$ cat config.mk
export PLATFORM = sky130hd
export DESIGN_NAME = dram_cmd_gen_flat
export DESIGN_NICKNAME = d
export VERILOG_FILES = /design/src/rtl/dram_cmd_gen_if.sv /design/src/rtl/dram_cmd_gen.sv /design/src/flat_wrapper.sv
export SDC_FILE = /design/constraint.sdc
export NUM_CORES = 1
export LEC_CHECK = 0
export CAP_MARGIN = 20
export CORE_MARGIN = 1.5
export CORE_UTILIZATION = 50
export CTS_BUF_LIST = sky130_fd_sc_hd__clkbuf_4
export DETAILED_ROUTE_END_ITERATION = 8
export DONT_BUFFER_PORTS = 1
export HOLD_SLACK_MARGIN = 0.03
export SETUP_SLACK_MARGIN = 0.4
export SLEW_MARGIN = 20
export SYNTH_ARGS = -nofsm -noshare
export SYNTH_HDL_FRONTEND = slang
export SYNTH_SLANG_ARGS = --single-unit
$ cat constraint.sdc
create_clock -name clk -period 5.52 [get_ports clk]
set_clock_uncertainty 0.15 [all_clocks]
set_input_delay 1.104 -clock clk [delete_from_list [all_inputs] [get_ports clk]]
set_output_delay 1.104 -clock clk [all_outputs]
set_load 0.03 [all_outputs]
$ cat src/rtl/dram_cmd_gen_if.sv
// Request-queue-to-command-generator bus: head-of-queue handshake in, DRAM commands out.
interface dram_cmd_gen_if;
  logic        req_valid;
  logic [34:0] req_data;
  logic        req_ready;
  logic        cmd_valid;
  logic [2:0]  cmd_op;
  logic [1:0]  cmd_bg;
  logic [1:0]  cmd_bank;
  logic [14:0] cmd_row;
  logic [9:0]  cmd_col;
  logic        req_err;

  modport master (
    output req_valid, req_data,
    input  req_ready, cmd_valid, cmd_op, cmd_bg, cmd_bank, cmd_row, cmd_col, req_err
  );

  modport slave (
    input  req_valid, req_data,
    output req_ready, cmd_valid, cmd_op, cmd_bg, cmd_bank, cmd_row, cmd_col, req_err
  );
endinterface

$ cat src/rtl/dram_cmd_gen.sv
// Open-page DRAM command generator: one request in flight, ACT/RD/WR/PRE issued under
// per-bank precharge timing and a shared tRP/tRCD counter. T_RCD and T_RP must be >= 1.
module dram_cmd_gen #(
  parameter int unsigned T_RCD = 39,
  parameter int unsigned T_RP  = 39,
  parameter int unsigned T_RAS = 76,
  parameter int unsigned T_RTP = 18,
  parameter int unsigned T_WR  = 48,
  parameter int unsigned CNT_W = 8
) (
  input logic           clk,
  input logic           rst,
  dram_cmd_gen_if.slave bus
);

  localparam logic [2:0] StIdle       = 3'd0;
  localparam logic [2:0] StDecide     = 3'd1;
  localparam logic [2:0] StPre        = 3'd2;
  localparam logic [2:0] StWaitRp     = 3'd3;
  localparam logic [2:0] StActWaitRcd = 3'd4;
  localparam logic [2:0] StCol        = 3'd5;

  localparam logic [2:0] OpNop = 3'd0;
  localparam logic [2:0] OpAct = 3'd1;
  localparam logic [2:0] OpRd  = 3'd2;
  localparam logic [2:0] OpWr  = 3'd3;
  localparam logic [2:0] OpPre = 3'd4;

  // Counters hold "cycles remaining minus one" so a load of T at cycle c reads 0 at c+T.
  localparam logic [CNT_W-1:0] CntOne  = CNT_W'(1);
  localparam logic [CNT_W-1:0] TRcdM1  = CNT_W'(T_RCD - 1);
  localparam logic [CNT_W-1:0] TRpM1   = CNT_W'(T_RP - 1);
  localparam logic [CNT_W-1:0] TRasM1  = CNT_W'(T_RAS - 1);
  localparam logic [CNT_W-1:0] TRtp    = CNT_W'(T_RTP);
  localparam logic [CNT_W-1:0] TWr     = CNT_W'(T_WR);

  logic [2:0]       state_q, state_d;
  logic [CNT_W-1:0] t_cnt_q, t_cnt_d;
  logic [15:0]      open_q, open_d;
  logic [14:0]      open_row_q [16];
  logic [14:0]      open_row_d [16];
  logic [CNT_W-1:0] pre_cnt_q [16];
  logic [CNT_W-1:0] pre_cnt_d [16];
  logic             wr_q, wr_d;
  logic [1:0]       bg_q, bg_d, bank_q, bank_d;
  logic [14:0]      row_q, row_d;
  logic [9:0]       col_q, col_d;
  logic             err_q, err_d;

  logic [3:0]       idx;
  logic [CNT_W-1:0] cur_pre, rec_t;
  logic             do_act, do_pre, do_col;
  logic             unused_addr;

  assign idx           = {bg_q, bank_q};
  assign cur_pre       = pre_cnt_q[idx];
  assign rec_t         = wr_q ? TWr : TRtp;
  assign unused_addr   = ^bus.req_data[5:0];
  assign bus.req_ready = (state_q == StIdle);
  assign bus.req_err   = err_q;

  always_comb begin
    state_d    = state_q;
    t_cnt_d    = (t_cnt_q != '0) ? t_cnt_q - CntOne : '0;
    open_d     = open_q;
    open_row_d = open_row_q;
    for (int i = 0; i < 16; i++) begin
      pre_cnt_d[i] = (pre_cnt_q[i] != '0) ? pre_cnt_q[i] - CntOne : '0;
    end
    wr_d   = wr_q;
    bg_d   = bg_q;
    bank_d = bank_q;
    row_d  = row_q;
    col_d  = col_q;
    err_d  = 1'b0;
    do_act = 1'b0;
    do_pre = 1'b0;
    do_col = 1'b0;

    bus.cmd_valid = 1'b0;
    bus.cmd_op    = OpNop;
    bus.cmd_bg    = '0;
    bus.cmd_bank  = '0;
    bus.cmd_row   = '0;
    bus.cmd_col   = '0;

    case (state_q)
      StIdle: begin
        if (bus.req_valid) begin
          if (bus.req_data[34:33] == 2'd3) begin
            err_d = 1'b1;
          end else begin
            wr_d    = (bus.req_data[34:33] == 2'd1);
            row_d   = bus.req_data[32:18];
            col_d   = {bus.req_data[17:10], 2'b00};
            bank_d  = bus.req_data[9:8];
            bg_d    = bus.req_data[7:6];
            state_d = StDecide;
          end
        end
      end
      StDecide: begin
        if (!open_q[idx]) begin
          do_act = 1'b1;
        end else if (open_row_q[idx] == row_q) begin
          do_col = 1'b1;
        end else if (cur_pre == '0) begin
          do_pre = 1'b1;
        end else begin
          state_d = StPre;
        end
      end
      StPre:        if (cur_pre == '0) do_pre = 1'b1;
      StWaitRp:     if (t_cnt_q == '0) do_act = 1'b1;
      StActWaitRcd: if (t_cnt_q == CntOne) state_d = StCol;
      StCol:        do_col = 1'b1;
      default:      state_d = StIdle;
    endcase

    if (do_act) begin
      bus.cmd_valid   = 1'b1;
      bus.cmd_op      = OpAct;
      bus.cmd_bg      = bg_q;
      bus.cmd_bank    = bank_q;
      bus.cmd_row     = row_q;
      open_d[idx]     = 1'b1;
      open_row_d[idx] = row_q;
      pre_cnt_d[idx]  = TRasM1;
      t_cnt_d         = TRcdM1;
      state_d         = (T_RCD > 1) ? StActWaitRcd : StCol;
    end

    if (do_pre) begin
      bus.cmd_valid = 1'b1;
      bus.cmd_op    = OpPre;
      bus.cmd_bg    = bg_q;
      bus.cmd_bank  = bank_q;
      open_d[idx]   = 1'b0;
      t_cnt_d       = TRpM1;
      state_d       = StWaitRp;
    end

    if (do_col) begin
      bus.cmd_valid  = 1'b1;
      bus.cmd_op     = wr_q ? OpWr : OpRd;
      bus.cmd_bg     = bg_q;
      bus.cmd_bank   = bank_q;
      bus.cmd_col    = col_q;
      // Max rule keeps any longer pending precharge constraint intact.
      pre_cnt_d[idx] = ((cur_pre > rec_t) ? cur_pre : rec_t) - CntOne;
      state_d        = StIdle;
    end
  end

  always_ff @(posedge clk) begin
    if (rst) begin
      state_q <= StIdle;
      t_cnt_q <= '0;
      open_q  <= '0;
      for (int i = 0; i < 16; i++) begin
        open_row_q[i] <= '0;
        pre_cnt_q[i]  <= '0;
      end
      wr_q   <= 1'b0;
      bg_q   <= '0;
      bank_q <= '0;
      row_q  <= '0;
      col_q  <= '0;
      err_q  <= 1'b0;
    end else begin
      state_q    <= state_d;
      t_cnt_q    <= t_cnt_d;
      open_q     <= open_d;
      open_row_q <= open_row_d;
      pre_cnt_q  <= pre_cnt_d;
      wr_q       <= wr_d;
      bg_q       <= bg_d;
      bank_q     <= bank_d;
      row_q      <= row_d;
      col_q      <= col_d;
      err_q      <= err_d;
    end
  end

endmodule

$ cat src/flat_wrapper.sv
// flat-port wrapper written by rule: the top's interface ports become plain ports
module dram_cmd_gen_flat 
#(
  parameter int unsigned T_RCD = 39,
  parameter int unsigned T_RP  = 39,
  parameter int unsigned T_RAS = 76,
  parameter int unsigned T_RTP = 18,
  parameter int unsigned T_WR  = 48,
  parameter int unsigned CNT_W = 8
)
  (clk, rst, bus_req_valid, bus_req_data, bus_req_ready, bus_cmd_valid, bus_cmd_op, bus_cmd_bg, bus_cmd_bank, bus_cmd_row, bus_cmd_col, bus_req_err);
  dram_cmd_gen_if bus_i ();
  input logic clk;
  input logic rst;
  input wire logic [$bits(bus_i.req_valid)-1:0] bus_req_valid;
  input wire logic [$bits(bus_i.req_data)-1:0] bus_req_data;
  output wire logic [$bits(bus_i.req_ready)-1:0] bus_req_ready;
  output wire logic [$bits(bus_i.cmd_valid)-1:0] bus_cmd_valid;
  output wire logic [$bits(bus_i.cmd_op)-1:0] bus_cmd_op;
  output wire logic [$bits(bus_i.cmd_bg)-1:0] bus_cmd_bg;
  output wire logic [$bits(bus_i.cmd_bank)-1:0] bus_cmd_bank;
  output wire logic [$bits(bus_i.cmd_row)-1:0] bus_cmd_row;
  output wire logic [$bits(bus_i.cmd_col)-1:0] bus_cmd_col;
  output wire logic [$bits(bus_i.req_err)-1:0] bus_req_err;
  assign bus_i.req_valid = bus_req_valid;
  assign bus_i.req_data = bus_req_data;
  assign bus_req_ready = bus_i.req_ready;
  assign bus_cmd_valid = bus_i.cmd_valid;
  assign bus_cmd_op = bus_i.cmd_op;
  assign bus_cmd_bg = bus_i.cmd_bg;
  assign bus_cmd_bank = bus_i.cmd_bank;
  assign bus_cmd_row = bus_i.cmd_row;
  assign bus_cmd_col = bus_i.cmd_col;
  assign bus_req_err = bus_i.req_err;
  dram_cmd_gen #(.T_RCD(T_RCD), .T_RP(T_RP), .T_RAS(T_RAS), .T_RTP(T_RTP), .T_WR(T_WR), .CNT_W(CNT_W)) u_core (.clk(clk), .rst(rst), .bus(bus_i));
endmodule
Word level (Yosys, flattened, before mapping)
Index checks and enable logic that the tools add are counted.

cells by class
  div/mod/pow operators = 0
  bitwise logic cells = 11
  reductions and logical operators = 30
  $add $sub $neg = 18
  multiply operators = 0
  equal/unequal tests = 23
  magnitude comparators = 5
  multiplexer cells = 76
  shift-type cells = 0

operators with widths
  operator             count
  $mux 128             2
  $bwmux 240           1
  $mux 8               20
  $sub 8x1->8 const B  18
  $reduce_bool 8->1    17
  $bwmux 128           1
  $and 64x64->64       1
  $not 64->64          1
  $or 64x64->64        1
  $bmux 15 s4          1
  $demux 15 s4         1
  $mux 15              4
  $bmux 8 s4           1
  $demux 8 s4          1
  $mux 16              2
  $mux 3               9
  $mux 6               4
  $and 16x16->16       1
  $logic_not 8->1      2
  $ne 4x2->1 const B   4
  $not 16->16          1
  $or 16x16->16        1
  $eq 15x15->1         1
  $mux 1               15
  30 further kinds     53

storage, ports and cells
  bits in writable memories = 0
  output and inout port bits = 35
  memories kept = 0
  bits in read-only memories = 0
  flip-flop bits (word level) = 424
  input bits = 38
  bits in latches = 0

Logic depth before layout (Yosys ltp)
Gate-level depths: netlist (run 1).

  depth in word-level cells = 11
  gate-level depth with buffers = 21
  mapped depth without buffers = 15

Least setup slack after synthesis (run 1)
OpenSTA, ideal clock, no wires.

  kind = reg2reg
  start = register u_core.bank_q[0]
  end = register u_core.pre_cnt_q[14] (netlist bit)
  data arrival time = 4.694 ns
  library setup time = 0.095 ns
  buffers on the path = 6
  required time = 5.275 ns
  setup slack = 0.581 ns
  clock period less this slack = 4.939 ns
  stages on the path, launching flop included = 22
  cells stage by stage = dfxtp_1 -> buf_6 -> buf_6 -> buf_4 -> buf_4 -> buf_4 -> mux4_2 -> a22oi_1 -> nand2_1 -> ha_1 -> nor2b_1 -> a32o_1 -> a31oi_1 -> o21ai_2 -> mux2_2 -> ha_1 -> and2_1 -> nor2b_1 -> mux2i_1 -> a21oi_4 -> buf_2 -> a221oi_1

on the way
  word-level cells in the longest chain between the ends = 9
  elaborated cells between the ends (all ways) = 27
  classes of those cells = add/sub (1); order compare (3); eq/ne (1); mux (19); bitwise (2); reduce/logical (1)

RTL lines
  what                                                                     line                                     RTL
  start: declaration                                                       dram_cmd_gen.sv:45                       logic [1:0] bg_q, bg_d, bank_q, bank_d;
  start signal: assignment                                                 dram_cmd_gen.sv:178                      bank_q <= bank_d;
  $not 4->5                                                                --
  $bmux 8 s4, or another cell as far along                                 dram_cmd_gen.sv:56                       assign cur_pre = pre_cnt_q[idx];
  $mux 8 (not written as such), or another cell as far along (2 in a row)  dram_cmd_gen.sv:56
  $gt 8x8->1, or another cell as far along                                 dram_cmd_gen.sv:150                      pre_cnt_d[idx] = ((cur_pre > rec_t) ? cur_pre : rec_t) - CntOne;
  $mux 8, or another cell as far along                                     dram_cmd_gen.sv:150
  $sub 8x1->8, or another cell as far along                                dram_cmd_gen.sv:150
  $bwmux 128 or $pmux 1 s2 (tied branches)                                 dram_cmd_gen.sv:150, dram_cmd_gen.sv:87
  $mux 128 *                                                               dram_cmd_gen.sv:143                      if (do_col) begin
  end signal: assignment                                                   dram_cmd_gen.sv:175                      pre_cnt_q <= pre_cnt_d;
  end: declaration                                                         dram_cmd_gen.sv:42                       logic [CNT_W-1:0] pre_cnt_q [16];

Mark *: on every way between the ends. The rest lies on a longest branch, timed or not. The select of a mux whose other input is x is not followed.
A chain may end at the register's enable or synchronous reset.

Worst setup path after layout (run 1)
  start = register u_core.bank_q[0]
  end = output bus_cmd_valid

on the way
  word-level cells in the longest chain between the ends = 11
  elaborated cells between the ends (all ways) = 23
  classes of those cells = eq/ne (1); mux (20); bitwise (1); reduce/logical (1)

RTL lines
  what                                       line                                      RTL
  $not 4->5 (not written as such)            dram_cmd_gen.sv:56, dram_cmd_gen.sv:105
  $bmux 8 s4                                 dram_cmd_gen.sv:56
  $mux 8 (not written as such) (2 in a row)  dram_cmd_gen.sv:56
  $logic_not 8->1                            dram_cmd_gen.sv:107, dram_cmd_gen.sv:113
  $mux 1                                     dram_cmd_gen.sv:107, dram_cmd_gen.sv:113
  $mux 1                                     dram_cmd_gen.sv:105                       end else if (open_row_q[idx] == row_q) begin
  $mux 1                                     dram_cmd_gen.sv:103                       if (!open_q[idx]) begin
  $pmux 1 s2                                 dram_cmd_gen.sv:87                        case (state_q)
  $mux 1                                     dram_cmd_gen.sv:133                       if (do_pre) begin
  $mux 1 *                                   dram_cmd_gen.sv:143
  end: declaration                           flat_wrapper.sv:18                        output wire logic [$bits(bus_i.cmd_valid)-1:0] bus_cmd_valid;

Marked as above.

==> results of run 1 <==
[metal layers]
metal	wire, microns	track usage [%]	up-vias
met5	0	0	-
met4	2010	12.0	0
met3	5370	6.01	146
met2	34500	53.9	781
met1	29900	41.5	9625
li1	-	-	9194
[report_power, final]
group          total, mW  switching [mW]  internal [mW]
clock               2.79            1.34           1.46
sequential          4.01           0.547           3.47
combinational       4.38            2.38           2.01
total               11.2            4.26           6.93
[state kept, by name, indices dropped and copies added, names as in the netlist, 2 cells and up, named ones only]
register,count
u_core.open_q,15
u_core.pre_cnt_q,128
u_core.t_cnt_q,8
u_core.row_q,15
u_core.col_q,8
u_core.open_row_q,240
u_core.bg_q,2
u_core.state_q,3
u_core.bank_q,2
[area by class of cell]
cell class / count / area (sq um)
clock buffers: 172 / 1290
clock inverters: 22 / 134
fillers: 3880 / 17400
inverters: 44 / 165
repair buffers: 154 / 1570
flip-flops and latches: 424 / 8500
well taps: 577 / 722
diodes: 3 / 7.51
multi-input cells: 1910 / 12500
[metrics by stage]
stage	setup WS [ps]	setup TNS [ps]	utilization, %
after detailed placement	314	0	53.1
final	9.26	0	58.8
after CTS	-13.1	-13.1	58.4
after global routing	-138	-961	58.8
after floorplan	581	0	-
after global placement	369	0	53.1
[cell usage in the layout, fill, tap and decap left out, types with 9 or more instances in the layout]
master                     synthesis  routed
sky130_fd_sc_hd__nor2_1           53      49
sky130_fd_sc_hd__dfxtp_1         424     420
sky130_fd_sc_hd__buf_6            12      23
sky130_fd_sc_hd__buf_12            1      12
sky130_fd_sc_hd__nor3b_1           9       9
sky130_fd_sc_hd__a221oi_1         70      64
sky130_fd_sc_hd__a22oi_1          25      21
sky130_fd_sc_hd__nand3_1          14       9
sky130_fd_sc_hd__ha_1             22      21
sky130_fd_sc_hd__nand2b_1         43      43
sky130_fd_sc_hd__inv_1            43      42
sky130_fd_sc_hd__nor4b_1          11       9
sky130_fd_sc_hd__a21oi_1         302     301
sky130_fd_sc_hd__a21oi_4          13      14
sky130_fd_sc_hd__o31a_1           15      15
sky130_fd_sc_hd__nor4_1           19      18
sky130_fd_sc_hd__xor2_1           36      36
sky130_fd_sc_hd__o21ai_0          42      38
sky130_fd_sc_hd__or3b_2            9       9
sky130_fd_sc_hd__buf_4             9     107
sky130_fd_sc_hd__xnor2_1          52      51
sky130_fd_sc_hd__mux2i_1         146     141
sky130_fd_sc_hd__and2_4            0      23
sky130_fd_sc_hd__nor3_1           62      56
sky130_fd_sc_hd__clkinv_1          0      14
sky130_fd_sc_hd__mux2_2           25      25
sky130_fd_sc_hd__nand2_1         695     693
sky130_fd_sc_hd__and3_1           11      11
sky130_fd_sc_hd__clkbuf_4          0     172
sky130_fd_sc_hd__mux4_2           55      55
sky130_fd_sc_hd__or2_2            18      18
sky130_fd_sc_hd__or3_1            21      20
sky130_fd_sc_hd__o21ai_1          13      15
[final timing paths]
check	end	cells past startpoint	startpoint	slack (ps)
max	bus_cmd_valid	15	u_core.bank_q[0]$_SDFFE_PP0P_	9
min	u_core.bank_q[1]$_SDFFE_PP0P_	2	bus_req_data[9]	180
max reg2reg	u_core.pre_cnt_q[110]$_SDFF_PP0_	19	u_core.bank_q[0]$_SDFFE_PP0P_	640
min reg2reg	u_core.open_row_q[209]$_SDFFE_PP0P_	2	u_core.open_row_q[209]$_SDFFE_PP0P_	300
[cell families (layout without fill, tap and decap cells)]
logic type                 after synthesis  in the layout
AOI/OAI and AO/OA                      548            548
xor gates and xnor gates                88             88
adders and majority gates               22             22
buffers and inverters                  223            392
DFF                                    424            424
muxes                                  226            226
other                                    1              5
and+or+nand+nor                       1024           1024
[repair_timing]
action	4_1_cts	5_1_grt
endpoints found under the setup margin	47	47
buffers inserted	31	5
pin swaps	27	9
resized for setup	122	24
cloned	5	0
endpoints found under the hold margin	0	0
[critical path: cells and delay by family, from the launching register on]
kind                      cells  cell delay, ps
DFF                           1             360
buffers and inverters         6             860
AOI/OAI and AO/OA             4             690
xor gates and xnor gates      1             180
and+or+nand+nor               3            1150
muxes                         1             120
==> metrics.log, run 1 <==
INFO  metric number_of_standard_cells_after_synthesis = 2556
INFO  metric post_synth_instance_area = 0.0216 sq mm
INFO  metric synth_seq_cells = 424
INFO  metric setup_violations = 0
INFO  metric fin_cells = 3306
INFO  metric hold_viol = 0
INFO  metric finalWorstPathRequiredPeriod = 5510 ps
INFO  metric synth_area_per_cell = 8.45 sq um
INFO  metric timing.hold.ws = 185 ps
INFO  metric post_synth_xor_area_fraction = 3.57%
INFO  metric final_number_of_max_transition_violations = 0
INFO  metric worstHoldPathType = in -> reg
INFO  metric required = 4270 ps
INFO  metric initial_antenna_violation_count = 1
INFO  metric crit_arrival = 4260 ps
INFO  metric port_buffer_cells = 0
INFO  metric fin_crit_sh = 99.8%
INFO  metric crit_path_max_fanout = 6
INFO  metric cp_slowest_cell = sky130_fd_sc_hd__or4_4
INFO  metric avgViaCountPerCell = 5.97
INFO  metric clock_path_buffers = 3
INFO  metric total_wirelength_of_the_detailed_routed_design = about 72 mm
INFO  metric timing.max_cap.violations = 0
INFO  metric synth_top_area_share = 39.3%
INFO  metric synth_fa_ha_area_share = 1.27%
INFO  metric grt_start_max_net_pins = 348
INFO  metric synth-edff-count = 0
INFO  metric path_class = reg -> out
INFO  metric dieWidth = ~210 microns
INFO  metric tritoncts_sink_count = 424
INFO  metric floorplan.io_pins = 73
INFO  metric placementRows = 75
INFO  metric syn_to_final_growth = 15.2%
INFO  metric design.core.area = 0.0423 sq mm
INFO  metric cts_max_level = 3
INFO  metric grt_pass1_wl = between 100 and 150 mm
INFO  metric yosys.area.top_type = sky130_fd_sc_hd__dfxtp_1
INFO  metric antenna_left = 0
INFO  metric die_area = 0.0445 sq mm
INFO  metric placed_cell_area = 0.0225 sq mm
INFO  metric insertion_delay = approximately 900 ps
INFO  metric synth_top_cells_by_area = sky130_fd_sc_hd__dfxtp_1 39%, sky130_fd_sc_hd__nand2_1 12%, sky130_fd_sc_hd__a21oi_1 7.0%
INFO  metric tightestPinTransition = 1470 ps
INFO  metric cts_tree = done
INFO  metric yosysUniqueCellTypes = between 70 and 80
INFO  metric wl_per_cell = 21.7 microns
INFO  metric synth.top_cells.by_count = 695 x sky130_fd_sc_hd__nand2_1, 424 x sky130_fd_sc_hd__dfxtp_1, 302 x sky130_fd_sc_hd__a21oi_1
INFO  metric synth_top_family_by_area = simple AND/OR/NAND/NOR gates
INFO  metric rsz0062_at_grt = yes
INFO  metric cts_made_buffers = 112
INFO  metric grt.total_usage = between 30% and 40%
INFO  metric vias = 19746
INFO  metric drt_iter0_drc = 1815
INFO  metric synth_simple_gate_area_share = between 20% and 30%
INFO  metric power.ir.vdd_worst = 0.215 mV
INFO  metric synth_seq_area_share = 39.3%
INFO  metric static-leakage-power = 8.76 nW
INFO  metric critical_path.startpoint_type = register
INFO  metric synth-async-reset-ratio = 0%
INFO  metric status = complete, no violations
INFO  metric drive_above_1_share = about a fifth
INFO  metric post-dp-hpwl = 46.4 mm
INFO  metric max-slew-margin-rel = 2.20%
INFO  metric ctsHoldBuffers = 0
INFO  metric first_global_vias = 19224
INFO  metric p_per_area = ~450 mW/mm^2
INFO  metric drc = 0
INFO  metric clk_pin_slew = approximately 70 ps
INFO  metric synthMostInstantiatedCell = sky130_fd_sc_hd__nand2_1
INFO  metric final_cell_area = 0.0249 sq mm
INFO  metric detailed_routing_iterations_pass_1 = 7
INFO  metric placed_cells_incl_taps = between 3000 and 4000
INFO  metric synth_compound_area_share = around 16%
INFO  metric fp.dieH = around 210 microns
INFO  metric crit_top_cell = sky130_fd_sc_hd__buf_12
INFO  metric final_net_count = approximately 2700
INFO  metric synth.mux.area_fraction = 13.8%
INFO  metric synth_warnings = 0
INFO  metric total_power = 11.2 mW
INFO  metric most_used_dff_post_synth = sky130_fd_sc_hd__dfxtp_1
INFO  metric critical_path.cell_chain = buf_12 -> buf_12 -> buf_16 -> buf_8 -> mux2i_1 -> a22o_1 -> a221oi_4 -> xnor2_1 -> a32oi_1 -> or4_4 -> nor3_2 -> buf_4 -> o31ai_4 -> or3_4 -> buf_12
INFO  metric fmax = 181 MHz
INFO  metric worst_path_largest_cell_delay = 590 ps
INFO  metric place.gp.congestion = 0.929
INFO  metric crit_path_end_kind = output pin
INFO  metric initial_core_util = 51.0%
INFO  metric clk_root_buffer_cell = sky130_fd_sc_hd__clkbuf_4
INFO  metric overflow = 0
(Power assumes the default switching activity.)
==> run 2: changes to the inputs <==
--- a/config.mk
+++ b/config.mk
@@ -6,12 +6,15 @@
 export NUM_CORES = 1
 export LEC_CHECK = 0
 export CAP_MARGIN = 20
+export CELL_PAD_IN_SITES_DETAIL_PLACEMENT = 0
+export CELL_PAD_IN_SITES_GLOBAL_PLACEMENT = 2
 export CORE_MARGIN = 1.5
-export CORE_UTILIZATION = 50
+export CORE_UTILIZATION = 41
 export CTS_BUF_LIST = sky130_fd_sc_hd__clkbuf_4
 export DETAILED_ROUTE_END_ITERATION = 8
 export DONT_BUFFER_PORTS = 1
 export HOLD_SLACK_MARGIN = 0.03
+export PLACE_DENSITY_LB_ADDON = 0.1
 export SETUP_SLACK_MARGIN = 0.4
 export SLEW_MARGIN = 20
 export SYNTH_ARGS = -nofsm -noshare
==> run 2 against run 1 <==
Compared with the run above: the run now ends with negative setup slack left; fmax is 1.4% lower; global-route usage down 4.6 points; critical path type unchanged; cell area about the same; core utilization is 11 points lower; power up 0.23%; sequential share of layout area hardly changed; via count decreased by 2.7%; non-clock buffer count is 12 lower; die area rose by 22%; clock power rose by 4%.
==> metrics.log, run 2 (same netlist as run 1, synthesis figures left out) <==
INFO  metric status = complete, but fails checks
INFO  metric violations = negative setup slack
INFO  metric dieWidth = 233 microns (+10%)
INFO  metric drive_above_1_share = 18.4% (-1.6 points)
INFO  metric crit-reg2reg-capture = u_core.pre_cnt_q[94]$_SDFF_PP0_
INFO  metric timing.max_cap.violations = 0 (unchanged)
INFO  metric grt_pass1_wl = 113 mm (+3.0%)
INFO  metric total_wirelength_of_the_detailed_routed_design = 74.4 mm (+3.7%)
INFO  metric worstHoldPathType = in -> reg
INFO  metric overflow = 0 (unchanged)
INFO  metric initial_antenna_violation_count = 3 (+2)
INFO  metric timing.hold.ws = 157 ps (-27.4 ps)
INFO  metric worst_setup_path_endpoint = bus_cmd_valid
INFO  metric initial_core_util = 41.8% (-9.3 points)
INFO  metric required = 4270 ps (about the same)
INFO  metric die_area = 0.0541 sq mm (+22%)
INFO  metric first_global_vias = 18766 (-2.4%)
INFO  metric clock_path_buffers = 3 (unchanged)
INFO  metric total_power = 11.2 mW (+0.23%)
INFO  metric clk_root_buffer_cell = sky130_fd_sc_hd__clkbuf_4
INFO  metric cts_made_buffers = 119 (+6.3%)
INFO  metric design.core.area = 0.0517 sq mm (+22%)
INFO  metric finish.utilization = 48.1% (-11 points)
INFO  metric place.gp.congestion = 0.897 (-3.4%)
INFO  metric max-slew-margin-rel = 10.0% (+7.8 points)
INFO  metric fmax = 179 MHz (-1.4%)
INFO  metric path_class = reg -> out
INFO  metric static-leakage-power = 8.71 nW (-0.65%)
INFO  metric avgViaCountPerCell = 5.61 (-6.0%)
INFO  metric cts_tree = done
INFO  metric final_net_count = 2701 (-0.18%)
INFO  metric cts_max_level = 3 (unchanged)
INFO  metric setup_violations = 9 (+9)
INFO  metric post-dp-hpwl = 48.7 mm (+4.8%)
INFO  metric crit_path_end_kind = output pin
INFO  metric floorplan.io_pins = 73 (unchanged)
INFO  metric most_frequent_cells_in_the_layout = 695 x sky130_fd_sc_hd__nand2_1, 420 x sky130_fd_sc_hd__dfxtp_1, 301 x sky130_fd_sc_hd__a21oi_1
INFO  metric setup.worst_path.start = u_core.bank_q[0]$_SDFFE_PP0P_
INFO  metric worst_slack = -68.8 ps (-78.0 ps)
INFO  metric syn_to_final_growth = 15.2% (about the same)
INFO  metric fp.dieH = 233 microns (+10%)
INFO  metric finalWorstPathRequiredPeriod = 5590 ps (+78.0 ps)
INFO  metric fin_tns_setup = -159 ps (-159 ps)
INFO  metric drt_iter0_drc = 1542 (-15%)
INFO  metric grt.total_usage = 27.7% (-4.6 points)
INFO  metric grt_start_max_net_pins = 348 (unchanged)
INFO  metric largest-register = u_core.open_row_q
INFO  metric timing.reg2reg.setup_slack = 840 ps (+200 ps)
INFO  metric largest_reg_flops = 240 (unchanged)
INFO  metric crit_arrival = 4330 ps (+70 ps)
INFO  metric crit_path_max_fanout = 16 (+10)
INFO  metric tightestPinTransition = 1350 ps (-117 ps)
INFO  metric worst_hold_path.num_cells = 1 (-1)
INFO  metric wl_per_cell = 21.7 microns (+0.16%)
INFO  metric critical_path.startpoint_type = register
INFO  metric port_buffer_cells = 0 (unchanged)
INFO  metric p_per_area = 451 mW/mm^2 (+0.20%)
INFO  metric fin_crit_sh = 101% (+1.4 points)
INFO  metric vias = 19210 (-2.7%)
INFO  metric worstReg2RegStart = u_core.bank_q[0]$_SDFFE_PP0P_
INFO  metric worstRegToRegCells = 19 (unchanged)
INFO  metric clk_pin_slew = 70 ps (about the same)
INFO  metric layout.cells.most_common = sky130_fd_sc_hd__nand2_1
INFO  metric hold_viol = 0 (unchanged)
INFO  metric drc = 0 (unchanged)
INFO  metric antenna_left = 0 (unchanged)
INFO  metric final_number_of_max_transition_violations = 0 (unchanged)
INFO  metric startpoint_of_the_lowest_slack_hold_path = rst
INFO  metric final_cell_area = 0.0249 sq mm (about the same)
INFO  metric insertion_delay = 900 ps (about the same)
INFO  metric placed_cell_area = 0.0226 sq mm (+0.47%)
INFO  metric detailed_routing_iterations_pass_1 = 6 (-1)
INFO  metric placementRows = 83 (+11%)
INFO  metric rsz0062_at_grt = yes
INFO  metric tritoncts_sink_count = 424 (unchanged)
INFO  metric reg.largest.list = u_core.open_row_q x240, u_core.pre_cnt_q x128
INFO  metric power.ir.vdd_worst = 0.251 mV (+17%)
==> run 2: worst max-delay path, cell delays in order, from the launching register on <==
cell and delay, ps:
sky130_fd_sc_hd__dfxtp_4 370, sky130_fd_sc_hd__buf_12 150, sky130_fd_sc_hd__buf_12 170, sky130_fd_sc_hd__buf_12 180, sky130_fd_sc_hd__mux4_2 550, sky130_fd_sc_hd__nor2_4 140, sky130_fd_sc_hd__nor3_1 60, sky130_fd_sc_hd__o31a_1 330
sky130_fd_sc_hd__a211o_4 380, sky130_fd_sc_hd__buf_4 160, sky130_fd_sc_hd__nor3_2 140, sky130_fd_sc_hd__buf_4 150, sky130_fd_sc_hd__o31ai_4 90, sky130_fd_sc_hd__or3_4 420, sky130_fd_sc_hd__buf_12 140
==> run 2: worst min-delay path by stage <==
stage | end
finish | u_core.bus.req_err$_SDFF_PP0_
global route | u_core.row_q[1]$_SDFFE_PP0P_
CTS | u_core.row_q[2]$_SDFFE_PP0P_
floorplan | u_core.col_q[2]$_SDFFE_PP0P_
detailed placement | u_core.col_q[3]$_SDFFE_PP0P_
global placement | u_core.col_q[7]$_SDFFE_PP0P_
==> run 2: cell type report <==
class	count	area, sq um
Antenna cell	5	12.5
Clock buffer	180	1350
Clock inverter	38	163
Fill cell	5056	26800
Inverter	44	168
Multi-Input combinational cell	1910	12400
Sequential cell	424	8500
Tap cell	680	851
Timing Repair Buffer	142	1490
==> run 2: per-stage QoR <==
stage / instances / setup WS [ps]
3_5_place_dp: 3166 / 28.8
6_report: 3423 / -68.8
4_1_cts: 3413 / -64.6
5_1_grt: 3423 / -271
2_1_floorplan: 2557 / 581
3_3_place_gp: 3166 / 66.6
==> run 2: power breakdown <==
group / switching [mW] / internal, mW
registers: 0.540 / 3.46
logic: 2.36 / 1.96
clock network: 1.40 / 1.49
total: 4.30 / 6.91
==> run 2: repair_timing <==
item | 4_1_cts | 5_1_grt
setup endpoints to repair | 48 | 55
hold buffers | 0 | 0
cloned | 4 | 0
pin swaps | 19 | 5
setup buffers | 25 | 5
gates resized for setup | 83 | 8
==> run 2: routing by layer <==
layer,vias up,routed length (microns),GRT usage [%]
met1,9281,32300,35.4
met5,-,0,0
met2,587,36000,46.4
li1,9200,-,-
met3,142,3990,5.17
met4,0,2130,9.74
